**config.mk**
```make
export PLATFORM = sky130hd
export DESIGN_NAME = mpram_req_sched
export DESIGN_NICKNAME = d
export VERILOG_FILES = /design/src/rtl/mpram_req_sched.sv
export SDC_FILE = /design/constraint.sdc
export NUM_CORES = 1
export LEC_CHECK = 0
export BUFFER_PORTS_ARGS = -buffer_cell sky130_fd_sc_hd__buf_2
export CAP_MARGIN = 30
export CELL_PAD_IN_SITES_DETAIL_PLACEMENT = 0
export CELL_PAD_IN_SITES_GLOBAL_PLACEMENT = 1
export CORE_ASPECT_RATIO = 2
export CORE_MARGIN = 8
export CORE_UTILIZATION = 30
export CTS_CLUSTER_DIAMETER = 150
export DETAILED_ROUTE_END_ITERATION = 12
export GPL_ROUTABILITY_DRIVEN = 0
export HOLD_SLACK_MARGIN = 0.15
export PLACE_DENSITY = 0.78
export REMOVE_ABC_BUFFERS = 1
export SYNTH_ARGS = -nofsm -noshare
export SYNTH_HDL_FRONTEND = slang
export SYNTH_SLANG_ARGS = --single-unit
```
**constraint.sdc**
```tcl
create_clock -name clk -period 8.35 [get_ports clk]
set_input_delay 1.67 -clock clk [delete_from_list [all_inputs] [get_ports clk]]
set_output_delay 1.67 -clock clk [all_outputs]
set_load 0.02 [all_outputs]
```
**src/rtl/mpram_req_sched.sv**
```systemverilog
// Two-client request scheduler in front of a 2W/2R multiport memory: hazard
// arbitration on the combinational issue path, credit-limited reads, per-client response FIFOs.

module mpram_rsp_lane #(
  parameter int DATA_WIDTH = 8,
  parameter int RSP_DEPTH  = 2
) (
  input  logic                  clk,
  input  logic                  reset,
  input  logic                  rd_acc,
  input  logic [DATA_WIDTH-1:0] mem_dout,
  input  logic                  rsp_ready,
  output logic                  rsp_valid,
  output logic [DATA_WIDTH-1:0] rsp_data,
  output logic                  rd_ok
);
  localparam int STAGES = 1;
  localparam int CW     = $clog2(RSP_DEPTH + 1);
  localparam int PW     = $clog2(RSP_DEPTH);

  logic [STAGES:1]                       vld_q;
  logic [STAGES:0]                       vld_pipe;
  logic [CW-1:0]                         credit, count;
  logic [PW-1:0]                         wptr, rptr;
  logic [RSP_DEPTH-1:0][DATA_WIDTH-1:0]  buf_q;
  logic                                  push, pop;

  function automatic logic [PW-1:0] ptr_inc(input logic [PW-1:0] p);
    return (p == PW'(RSP_DEPTH - 1)) ? '0 : p + 1'b1;
  endfunction

  assign vld_pipe  = {vld_q, rd_acc};
  assign push      = vld_pipe[STAGES];
  assign rsp_valid = (count != '0);
  assign pop       = rsp_valid & rsp_ready;
  assign rsp_data  = buf_q[rptr];
  // Credits cover in-flight plus buffered reads, so a sampled dOut always has a slot.
  assign rd_ok     = (credit < CW'(RSP_DEPTH)) || ((credit == CW'(RSP_DEPTH)) && pop);

  always_ff @(posedge clk) begin
    if (reset) begin
      vld_q  <= '0;
      credit <= '0;
      count  <= '0;
      wptr   <= '0;
      rptr   <= '0;
    end else begin
      vld_q  <= vld_pipe[STAGES-1:0];
      credit <= credit + CW'(rd_acc) - CW'(pop);
      count  <= count + CW'(push) - CW'(pop);
      if (push) wptr <= ptr_inc(wptr);
      if (pop)  rptr <= ptr_inc(rptr);
    end
  end

  always_ff @(posedge clk) begin
    if (push) buf_q[wptr] <= mem_dout;
  end
endmodule

module mpram_req_sched #(
  parameter int DATA_WIDTH = 8,
  parameter int ADDR_WIDTH = 5,
  parameter int RSP_DEPTH  = 2
) (
  input  logic                       clk,
  input  logic                       reset,
  input  logic [1:0]                 req_valid,
  output logic [1:0]                 req_ready,
  input  logic [1:0]                 req_we,
  input  logic [1:0][ADDR_WIDTH-1:0] req_addr,
  input  logic [1:0][DATA_WIDTH-1:0] req_wdata,
  output logic [1:0]                 rsp_valid,
  input  logic [1:0]                 rsp_ready,
  output logic [1:0][DATA_WIDTH-1:0] rsp_data,
  output logic [1:0][ADDR_WIDTH-1:0] mem_rdAddr,
  output logic [1:0][ADDR_WIDTH-1:0] mem_wrAddr,
  output logic [1:0]                 mem_wren,
  output logic [1:0][DATA_WIDTH-1:0] mem_dIn,
  input  logic [1:0][DATA_WIDTH-1:0] mem_dOut,
  output logic [15:0]                conflict_cnt
);
  localparam int NUM_LANES = 2;

  logic                 addr_eq, ww_hit, pri;
  logic [NUM_LANES-1:0] rw_stall, rd_ok, wr_ok, acc, rd_acc;
  logic [1:0]           inc;
  logic [16:0]          cnt_sum;
  logic [15:0]          cnt_q;

  assign addr_eq = (req_addr[0] == req_addr[1]);
  assign ww_hit  = (&req_valid) & (&req_we) & addr_eq;

  for (genvar k = 0; k < NUM_LANES; k++) begin : g_lane
    localparam int   O  = NUM_LANES - 1 - k;
    localparam logic KB = (k != 0);

    // A read colliding with the other client's write yields so the write lands first.
    assign rw_stall[k]  = req_valid[k] & ~req_we[k] & req_valid[O] & req_we[O] & addr_eq;
    assign wr_ok[k]     = ~(ww_hit & (pri != KB));
    assign req_ready[k] = ~reset & (req_we[k] ? wr_ok[k] : (rd_ok[k] & ~rw_stall[k]));
    assign acc[k]       = req_valid[k] & req_ready[k];
    assign rd_acc[k]    = acc[k] & ~req_we[k];
    assign mem_wren[k]  = acc[k] & req_we[k];
    assign mem_wrAddr[k] = req_addr[k];
    assign mem_dIn[k]    = req_wdata[k];
    assign mem_rdAddr[k] = req_addr[k];

    mpram_rsp_lane #(
      .DATA_WIDTH(DATA_WIDTH),
      .RSP_DEPTH (RSP_DEPTH)
    ) u_lane (
      .clk      (clk),
      .reset    (reset),
      .rd_acc   (rd_acc[k]),
      .mem_dout (mem_dOut[k]),
      .rsp_ready(rsp_ready[k]),
      .rsp_valid(rsp_valid[k]),
      .rsp_data (rsp_data[k]),
      .rd_ok    (rd_ok[k])
    );
  end

  assign inc     = 2'(ww_hit) + 2'(rw_stall[0]) + 2'(rw_stall[1]);
  assign cnt_sum = {1'b0, cnt_q} + 17'(inc);

  always_ff @(posedge clk) begin
    if (reset) begin
      cnt_q <= '0;
      pri   <= 1'b0;
    end else begin
      cnt_q <= cnt_sum[16] ? 16'hFFFF : cnt_sum[15:0];
      if (ww_hit) pri <= ~pri;
    end
  end

  assign conflict_cnt = cnt_q;
endmodule
```
# After elaboration in Yosys (flattened, before gate mapping)
# Index checks and enable logic that the tools add are counted.
# totals
regBits	63
wordCells	101
output_inout_bits	74
# classes
addsub	15
n_eq_ne	3
order_cmp	8
mux	17
reduce_logical	10
bitwise_logic	32
# ops
op	count
$mux W8	6
$bwmux W16	2
$and A1 B1 Y1	24
$add A16 B2 Y17	1
$demux W8 S1	2
$mux W16	1
$add A2 B1 Y2	5
$lt A1 B2 Y1 const B	4
$not A1 Y1	8
$sub A2 B1 Y2	4
$mux W1	6
$eq A5 B5 Y1	1
$add A1 B1 Y1 const B	4
$eq A2 B2 Y1 const B	2
$logic_and A1 B1 Y1	4
$lt A2 B2 Y1 const B	2
$reduce_and A2 Y1	2
$reduce_bool A2 Y1	2
$add A1 B1 Y2	1
$ge A1 B1 Y1 const B	2
$logic_or A1 B1 Y1	2

# Longest topological paths before layout
# depth
word_depth	13
mapped_depth	14
ltp_nobuf	12

# Hierarchy
# A second synthesis with hierarchy kept.
# hier_totals
cells_unflattened	275
hier_area_um2	3166.8
# by_module_without_submodules
mod	instances	cells_each	area_per_inst_um2
mpram_rsp_lane	2	60	915.9
mpram_req_sched	1	155	1335.0

# Worst setup path after synthesis
# No wires, ideal clock.
# synth_timing
path_type	input to register
from	input port req_addr[8] (netlist bit)
to	register cnt_q[10], in the netlist conflict_cnt[10]
required_ns	8.218
path_slack_ns	3.638
cell_stages	13
path_buffers	2
setup_time_ns	0.132
arrival_time_ns	4.580
path_cell_list	xor2_1 > or4_1 > buf_2 > or3_1 > fa_1 > inv_1 > ha_1 > fa_1 > nand4_1 > nor3_2 > nand2_1 > buf_2 > a21oi_1
# synth_via
elab_chain_cells	6
word_cells_on_any_way	8
classes_between	3 x add/sub; 1 x eq/ne; 1 x mux; 3 x bitwise
# synth_rtl
item	line	source
start, declared	71	input logic [1:0][ADDR_WIDTH-1:0] req_addr,
$eq A5 B5 Y1 *	91	assign addr_eq = (req_addr[0] == req_addr[1]);
$and A1 B1 Y1, on equally long branches	92, 99	
$add A1 B1 Y2	124	assign inc = 2'(ww_hit) + 2'(rw_stall[0]) + 2'(rw_stall[1]);
$add A2 B1 Y2 *	124	
$add A16 B2 Y17 *	125	assign cnt_sum = {1'b0, cnt_q} + 17'(inc);
$mux W16 *	132	cnt_q <= cnt_sum[16] ? 16'hFFFF : cnt_sum[15:0];
end signal, assigned	132	
end, declared	89	logic [15:0] cnt_q;
# Every way passes the cells marked *; elsewhere a longest branch is shown, timed or not.
# A chain may end at the register's enable or synchronous reset.

# Worst setup path after layout
# layout_timing
from	input port req_addr[8] (netlist bit)
to	register cnt_q[1], in the netlist conflict_cnt[1]
# The elaborated chain is that of the path after synthesis.

==> flow_metrics.py <==
metrics = {
    "sta": {
        "fin_crit_sh_pct": 60.35,
        "finalCriticalPeriod_ns": 5.039,
        "rsz0062_at_grt": "false",
        "tns_ns": 0,
        "skew_ns": 0.003071,
        "setup_violations": 0,
        "max_slew_margin_pct": 49.26,
        "drv_slew": 0,
        "tightestPinTransition_ns": 0.7595,
        "fmax_mhz": 198.5,
        "hold_viol_final": 0,
    },
    "clocking": {
        "clock_sinks": 63,
        "htreeDepth": 3,
        "cts_root_buf": "clkbuf_16",
        "cts_tree": "yes",
        "cts_setup_buffers": 0,
        "cts_hold_buffers": 0,
        "ctsResizeCount": 0,
        "insertion_delay_ns": 0.32,
        "clockBufferDepth": 2,
        "clkSlewWorstSetupHoldPaths_ns": 0.05,
        "numCtsBuffers": 9,
    },
    "drt": {
        "ant_nets": 0,
        "top_layer": "met4",
        "drt_iter0_drc": 70,
        "drc_errors": 0,
        "wl_met2_um": 3413,
        "wl_met3_um": 630,
        "wl_per_cell_um": 14.72,
        "routed_wl_um": 6976,
        "via_per_inst": 4.576,
        "vias": 2169,
        "drt-met1-wl_um": 2772,
        "first_pass_iters": 4,
    },
    "setup_path": {
        "rr_worst_depth": 9,
        "crit_path_end_kind": "flop",
        "worstPathArrival_ns": 5.29,
        "rr_startpoint": "conflict_cnt[0]",
        "r2r-end": "conflict_cnt[1]",
        "worstPathRequired_ns": 8.60,
        "cp_max_fo": 12,
        "r2r_slack_ns": 5.62,
        "setup.worst_path.class": "primary input to flop",
        "crit_path_start_kind": "primary input",
    },
    "floorplanning": {
        "io_pins": 124,
        "core_area_um2": 10080,
        "die_w_um": 87.71,
        "start_util_pct": 30.60,
        "rows": 52,
        "die_area_um2": 13980,
        "die_h_um": 159.4,
    },
    "layout": {
        "area_growth_syn_to_layout_pct": 18.33,
        "finalNetCount": 396,
        "drive_above_1_share_pct": 37.17,
        "antennaDiodeCount": 0,
        "mostFrequentLayoutCell": "buf_2",
        "final_area_um2": 3651,
        "mostFrequentLayoutCells": "91 x buf_2, 32 x edfxtp_1, 31 x dfxtp_1",
        "n_fill_cell": 996,
    },
    "synth": {
        "yosysUniqueCellTypes": 37,
        "yosys_register_bits": 63,
        "ys_warn_count": 0,
        "synth-seq-area-share_pct": 51.26,
        "syn_inst": 278,
        "avgSynthCellArea_um2": 11.10,
        "synth_area_um2": 3085,
    },
    "power_and_ir_drop": {
        "power_density_nw_per_um2": 244.4,
        "irDropWorstVdd_mv": 0.09802,
        "p_leak_nw": 1.532,
    },
    "min_path": {
        "hold_class": "flop to flop",
        "min-delay-start": "g_lane[0].u_lane.credit[1]",
        "holdPathStages": 2,
        "hold_end": "g_lane[0].u_lane.credit[1]",
    },
    "global_routing": {
        "grt_pass1_vias": 2319,
        "antenna_found_initial": 0,
        "grt_pass1_wl_um": 11060,
        "grtUsageTotal_pct": 10.27,
        "overflow": 0,
        "grt_max_degree": 34,
    },
    "place": {
        "dp_hpwl_um": 5340,
        "port_buffers": 91,
        "dpl_cell_area_um2": 3392,
    },
    "job": {
        "maxCapViolCount": 0,
    },
    "run_status": {
        "status": "finished clean",
    },
}
==> cell families (layout without fill, tap and decap cells) <==
logic type | Yosys count | in the layout | share of synthesized area [%]
buffers and inverters | 66 | 127 | 12.73
flip-flops | 63 | 63 | 51.26
AND/OR/NAND/NOR | 62 | 62 | 11.07
AO/OA/AOI/OAI | 32 | 32 | 6.002
XOR/XNOR | 26 | 26 | 7.380
multiplexers | 17 | 17 | 6.204
adder cells (fa/ha/maj) | 12 | 12 | 5.353
==> worst max path at each step <==
stage,slack [ns],end,from
6_report,3.31,conflict_cnt[1],req_addr[8]
5_1_grt,3.02,conflict_cnt[1],req_addr[8]
4_1_cts,3.32,conflict_cnt[0],req_addr[8]
3_5_place_dp,3.00,conflict_cnt[0],req_addr[8]
3_3_place_gp,3.11,conflict_cnt[0],req_addr[8]
2_1_floorplan,3.60,conflict_cnt[0],req_addr[8]
==> flip-flops by register name (all words and copies together) (netlist names) <==
signal                cells
g_lane.u_lane.count       4
g_lane.u_lane.push        2
g_lane.u_lane.rptr        2
g_lane.u_lane.credit      4
conflict_cnt             16
g_lane.u_lane.wptr        2
pri                       1
g_lane.u_lane.buf_q      32
==> Yosys cell counts <==
library cell  count  area [um2]
buf_4            38       285.3
edfxtp_1         32       960.9
or3_1             2       12.51
clkbuf_1          6       22.52
fa_1              2       40.04
ha_1             10       125.1
xnor2_1          17       148.9
dfxtp_1          31       620.6
nand2_1           8       30.03
a211oi_1          3       22.52
and2_1            2       12.51
nor4_1            3       18.77
a31o_2            1       8.760
or2_2             3       18.77
nand2b_1          1       6.260
o21a_1            1       7.510
xor2_1            9       78.83
o31ai_1           1       7.510
nand3_1           5       25.02
nor3b_1           1       7.510
nor3_2            1       10.01
nor3_1            4       20.02
o311a_1           1       10.01
inv_1            20       75.07
or4_1             1       7.510
buf_2             2       10.01
mux2_1            1       11.26
o21ai_0           7       35.03
nand4_1           5       31.28
a31oi_1           3       18.77
nor3_4            1       16.27
nor2b_1           8       50.05
nor4b_1           1       8.760
and4b_1           1       10.01
nor2_1           15       56.30
a21oi_1          15       75.07
mux2_2           16       180.2
==> through the flow <==
stage	hold slack [ns]	util (%)	power, mW	cells	setup WS, ns
after global placement	0.4944	33.64	0.5733	458	3.111
after floorplan	0.4782	-	0.5076	232	3.599
after detailed placement	0.5091	33.64	0.5796	458	2.998
final	0.5211	36.20	0.8922	474	3.311
after CTS	0.5270	36.20	0.9095	474	3.317
after global routing	0.5827	36.20	0.9425	474	3.024
==> worst max-delay path, stage by stage <==
cell	delay, ns
buf_2	0.11
xor2_1	0.15
or4_1	0.70
or3_1	0.43
fa_1	0.43
inv_1	0.06
ha_1	0.18
fa_1	0.24
nand4_1	0.30
nor3_2	0.41
nand2_1	0.36
a21oi_1	0.24
==> power by group <==
| group | internal, mW | switching [mW] |
|---|---|---|
| sequential | 0.351 | 0.0227 |
| clock | 0.198 | 0.125 |
| combinational | 0.0896 | 0.106 |
==> metal layers <==
metal  vias up  track usage, %
met5         -               0
met4         0           5.841
met3        14           4.240
met2       117           16.67
met1      1005           10.66
li1       1033               -
==> cell type report <==
type	count	area (um2)	area share, %
clock buffers	11	232.7	6.374
flip-flops and latches	63	1582	43.32
clock inverters	5	26.28	0.7197
well taps	135	168.9	4.626
repair buffers	91	455.4	12.47
inverters	20	75.07	2.056
multi-input cells	149	1111	30.43
No activity file was read; power rests on OpenSTA's default activity.
